File: config.mk
export PLATFORM = sky130hd
export DESIGN_NAME = uart_rx
export DESIGN_NICKNAME = d
export VERILOG_FILES = /design/src/rtl/uart_rx.sv
export SDC_FILE = /design/constraint.sdc
export NUM_CORES = 1
export LEC_CHECK = 0
export BUFFER_PORTS_ARGS = -buffer_cell sky130_fd_sc_hd__buf_2
export CELL_PAD_IN_SITES_DETAIL_PLACEMENT = 1
export CELL_PAD_IN_SITES_GLOBAL_PLACEMENT = 1
export CORE_MARGIN = 3
export CORE_UTILIZATION = 44
export DETAILED_ROUTE_END_ITERATION = 10
export GPL_TIMING_DRIVEN = 0
export PLACE_DENSITY = 0.76
export REMOVE_ABC_BUFFERS = 1
export SYNTH_ARGS = -nofsm -noshare
export SYNTH_HDL_FRONTEND = slang
export SYNTH_SLANG_ARGS = --single-unit
File: constraint.sdc
create_clock -name clk -period 2.51 [get_ports clk]
set_clock_uncertainty 0.15 [all_clocks]
set_input_delay 0.502 -clock clk [delete_from_list [all_inputs] [get_ports clk]]
set_output_delay 0.502 -clock clk [all_outputs]
set_load 0.03 [all_outputs]
File: src/rtl/uart_rx.sv
// rtl/uart_rx.sv - 8N1 UART receiver with centre sampling and frame-error detection
module uart_rx #(
  parameter int clk_freq  = 1000000,
  parameter int baud_rate = 9600
) (
  input  logic       clk,
  input  logic       rst,
  input  logic       rx,
  output logic [7:0] rx_data,
  output logic       donerx,
  output logic       frame_err,
  output logic       busy
);

  localparam int BIT_CYC = clk_freq / baud_rate;
  localparam int HALF    = BIT_CYC / 2;
  localparam int CW      = (BIT_CYC > 1) ? $clog2(BIT_CYC) : 1;

  localparam logic [CW-1:0] BIT_LAST  = CW'(BIT_CYC - 1);
  localparam logic [CW-1:0] HALF_LAST = CW'(HALF - 1);

  typedef enum logic [2:0] {
    IDLE,
    START,
    DATA,
    STOP,
    BREAK
  } state_t;

  state_t        state, state_n;
  logic [CW-1:0] cnt, cnt_n;
  logic [2:0]    idx, idx_n;
  logic [7:0]    shift, shift_n;
  logic [7:0]    rx_data_n;
  logic          donerx_n, frame_err_n;
  logic          rx_m, rx_s;

  // Two-flop synchronizer; both stages reset to the idle (high) line level.
  always_ff @(posedge clk) begin
    if (rst) begin
      rx_m <= 1'b1;
      rx_s <= 1'b1;
    end else begin
      rx_m <= rx;
      rx_s <= rx_m;
    end
  end

  // State and datapath registers; a reset mid-frame simply discards the partial byte.
  always_ff @(posedge clk) begin
    if (rst) begin
      state     <= IDLE;
      cnt       <= '0;
      idx       <= '0;
      shift     <= '0;
      rx_data   <= '0;
      donerx    <= 1'b0;
      frame_err <= 1'b0;
    end else begin
      state     <= state_n;
      cnt       <= cnt_n;
      idx       <= idx_n;
      shift     <= shift_n;
      rx_data   <= rx_data_n;
      donerx    <= donerx_n;
      frame_err <= frame_err_n;
    end
  end

  // Next-state logic: half-bit wait to centre on the start bit, then one sample per bit time.
  always_comb begin
    state_n     = state;
    cnt_n       = cnt;
    idx_n       = idx;
    shift_n     = shift;
    rx_data_n   = rx_data;
    donerx_n    = 1'b0;
    frame_err_n = 1'b0;
    case (state)
      IDLE: begin
        cnt_n = '0;
        if (!rx_s) state_n = START;
      end
      START: begin
        if (cnt == HALF_LAST) begin
          cnt_n   = '0;
          idx_n   = '0;
          state_n = rx_s ? IDLE : DATA;
        end else begin
          cnt_n = cnt + 1'b1;
        end
      end
      DATA: begin
        if (cnt == BIT_LAST) begin
          cnt_n        = '0;
          shift_n[idx] = rx_s;
          if (idx == 3'd7) begin
            idx_n   = '0;
            state_n = STOP;
          end else begin
            idx_n = idx + 3'd1;
          end
        end else begin
          cnt_n = cnt + 1'b1;
        end
      end
      STOP: begin
        if (cnt == BIT_LAST) begin
          cnt_n = '0;
          if (rx_s) begin
            rx_data_n = shift;
            donerx_n  = 1'b1;
            state_n   = IDLE;
          end else begin
            frame_err_n = 1'b1;
            state_n     = BREAK;
          end
        end else begin
          cnt_n = cnt + 1'b1;
        end
      end
      BREAK: begin
        // A line held low after a bad stop bit must not look like a new start.
        cnt_n = '0;
        if (rx_s) state_n = IDLE;
      end
      default: begin
        cnt_n   = '0;
        state_n = IDLE;
      end
    endcase
  end

  assign busy = (state != IDLE);

endmodule

==> results list <==
* Worst Hold End: rx_m
- After clock tree synthesis, the clock-pin slew on the worst setup and hold paths is 0.11 ns.
- Wl on met1: 1390 um
- In the synthesized netlist the dominant register cell turns out to be dfxtp_1.
* Root Driver: clkbuf_4
- For this block, the via count after detailed routing is around 1200.
* Post-cts resize count: 0
- GRT overflow: 0
- The initial antenna violation count was 0.
- The share of the Yosys chip area taken by registers is 0.453.
- The number of global-route vias before repair is 1178.
- After routing the design area is 1600 sq um.
- Post-CTS Setup Repair Bufs: 0
- Reg2reg start: cnt[0]
- Power spread over the standard cell area amounts to 528 nW/um^2.
* Reg-to-reg setup timing slack: around 0.36 ns
- Number of enable-type register cells in the synthesized netlist: 0
* DRC violation count after routing: 0
* Top-area cell type share of the netlist area: 0.453
* Reported leakage power: between 0.6 and 0.7 nW
* Number of routed nets with antenna violations: 0
- For the pin with the worst max-slew slack, the measured transition is roughly 0.73 ns.
- Total power for the finished layout comes to about 0.84 mW.
* Unrepaired setup endpoints after global routing: no
- VDD sags by at most 0.303 mV.
* Yosys Warn Count: 0
- Slew Viols, Final: 0
- Period Utilization, post-route: 0.856
- Global-route wire length before repair: about 5400 um
* Most common cell after layout, fill and taps aside: dfxtp_1
* Number of antenna diodes: 0
* Achievable clock frequency: 0.465 GHz
* Outcome: finished clean
* Synth Area per Inst: 9.12 sq um
- The share of total power dissipated in the clock network is 0.345.
* Input/output buffers: 13
- The detailed router finished its first iteration with between 60 and 70 violations.
- The worst hold path passes through 2 cells.
- In the layout the commonest cells are 33 x dfxtp_1, 24 x nor2_1, 13 x buf_2, 9 x mux2i_1.
- The largest total area in the synthesized netlist belongs to dfxtp_1.
- The die covers just over 4000 sq um.
- H-tree depth: 2
- Startpoint type of the worst setup path: register
* Chip Height: 63.6 um
- The tool flagged a number of max-cap violations equal to 0.
- Counting flops and latches in the post-synthesis netlist gives 33.
- Number of instances in the synthesized netlist: 160
- Entering global routing, the biggest net connects 29 pins.
* # nets final: around 180
* Fraction of layout cells with a size suffix above 1: 0.173
- The filler cells instantiated in the layout total 393.
* Area of the placeable core: 3100 sq um
- Worst slack, placed: 0.333 ns
- Endpoints failing hold: 0
* Met2 layer wire length in the routed design: 1380 um
- Final Wtd Congestion: 0.765
* Largest fanout on the critical path: 9
- The later pin in the worst-skew pair is clocked with a latency of between 0.3 and 0.4 ns.
- Die X-Extent: 63.6 um
- Number of sinks on the clock net: 33
- Half-perimeter wire length after detailed placement: 2110 um
* P_sw: 0.204 mW
- Sum Neg Setup Slack: 0 ns
- Relative slew margins: 0.510
- Average wire per standard cell: 13.6 um
- 14 I/O pins were placed.
- The worst register-to-register path has a depth of 5.
- Aggregate routed wire length: 2960 um
- Detail Route met3 WL: 132 um
- Min setup slack post-route: 0.360 ns
- Highest routed layer: met4
- GRT Overall Usage: 0.170
* Maximum buffer depth of the clock tree: 2
- Row generation in the floorplan step produced 20 rows.
- Data on the critical path arrives at its endpoint at 2.22 ns.
- End of the worst register-to-register path: rx_data[6]
- Switching Fraction: 0.242
* Num CTS Buffers: 5
- The setup path with the least slack is of type reg2reg.
* Post-synthesis instance area: 1460 sq um
- Min Hold Slack: between 0.15 and 0.2 ns
- Minimum clock period after layout: 2.15 ns
- In this run, post-CTS hold repair placed 0 buffers.
- Cell Int Power: about 0.64 mW
* Count of unique library cells instantiated by Yosys: 38
- The share of total power dissipated in sequential elements is 0.630.
- Start point of the worst hold path: rx
- The min-delay analysis places its worst path in the category in2reg.
- Crit. End Element: register
- Area post-placement: about 1500 sq um
- After synthesis, the share of flip-flops with an asynchronous set or reset is 0.
* Area Growth Syn to Fin: 9.35%
- Detailed-route vias per instance: 5.44
* CTS tree: yes
- Area contributors post-synth: dfxtp_1 45%, mux2i_1 6.2%, nor2_1 6.2%
- Final setup violating endpoints: 0
* Combinational fraction of design power: 0.025
* Starting Density: 0.470
- Drt pass-1 iters: 4
* WP data required: 2.58 ns
==> per-layer routing <==
metal	global-route usage	vias to the layer above
met5	0	-
met4	0.0647	0
met3	0.0570	6
met2	0.263	21
met1	0.217	562
li1	-	591
==> sequential cells by signal, summed over array words and instances, names as in the netlist <==
register	cells
rx_data	8
rx_s	1
donerx	1
state	3
cnt	7
idx	3
rx_m	1
frame_err	1
shift	8
==> worst max-delay path, stage by stage (launching register included) <==
cell and delay [ns]:
dfxtp_1 0.36, ha_1 0.27, and3b_1 0.24, nand4_1 0.59
mux2i_1 0.36, nor2_1 0.07
==> layout make-up <==
type | instances | area (sq um) | area share
Clock inverter | 3 | 17.5 | 0.0110
Tap cell | 44 | 55.1 | 0.0345
Timing Repair Buffer | 13 | 65.1 | 0.0408
Sequential cell | 33 | 661 | 0.414
Clock buffer | 5 | 37.5 | 0.0235
Inverter | 6 | 22.5 | 0.0141
Multi-Input combinational cell | 113 | 737 | 0.462
==> through the flow <==
step | std cells | utilization
6_report | 217 | 0.514
5_1_grt | 217 | 0.514
4_1_cts | 217 | 0.514
3_5_place_dp | 209 | 0.496
3_3_place_gp | 209 | 0.496
2_1_floorplan | 152 | -
==> synth_stat cells (all sizes together), types with 4 or more instances <==
| cell type | number |
|---|---|
| nand2 | 5 |
| o21ai | 5 |
| a21oi | 8 |
| mux2i | 9 |
| nand3 | 8 |
| nand4 | 6 |
| dfxtp | 33 |
| nor3 | 4 |
| clkbuf | 6 |
| inv | 6 |
| nor2 | 24 |
==> how the worst max path moves through the flow <==
| stage | startpoint | to | cells past startpoint |
|---|---|---|---|
| 4_1_cts | cnt[0] | rx_data[6] | 5 |
| 2_1_floorplan | state[1] | shift[6] | 4 |
| 3_5_place_dp | cnt[0] | rx_data[6] | 5 |
| 3_3_place_gp | cnt[0] | rx_data[0] | 5 |
| 6_report | cnt[0] | rx_data[6] | 5 |
| 5_1_grt | cnt[0] | rx_data[6] | 5 |
==> power by group through the flow <==
stage,logic [mW],clock network [mW],registers [mW]
final,0.0210,0.290,0.531
after global routing,0.0241,0.330,0.532
after CTS,0.0215,0.298,0.531
after detailed placement,0.0215,0,0.543
after global placement,0.0201,0,0.543
after floorplan,0.0110,0,0.541
==> cell families after synthesis <==
| family | count (synthesis) | synth area share |
|---|---|---|
| AND/OR/NAND/NOR | 69 | 0.254 |
| adder cells (fa/ha/maj) | 3 | 0.0257 |
| XOR/XNOR | 4 | 0.0240 |
| buffers and inverters | 14 | 0.0420 |
| multiplexers | 9 | 0.0618 |
| flip-flops | 33 | 0.453 |
| AO/OA/AOI/OAI | 28 | 0.140 |
Power figures use the tool's default switching activity.
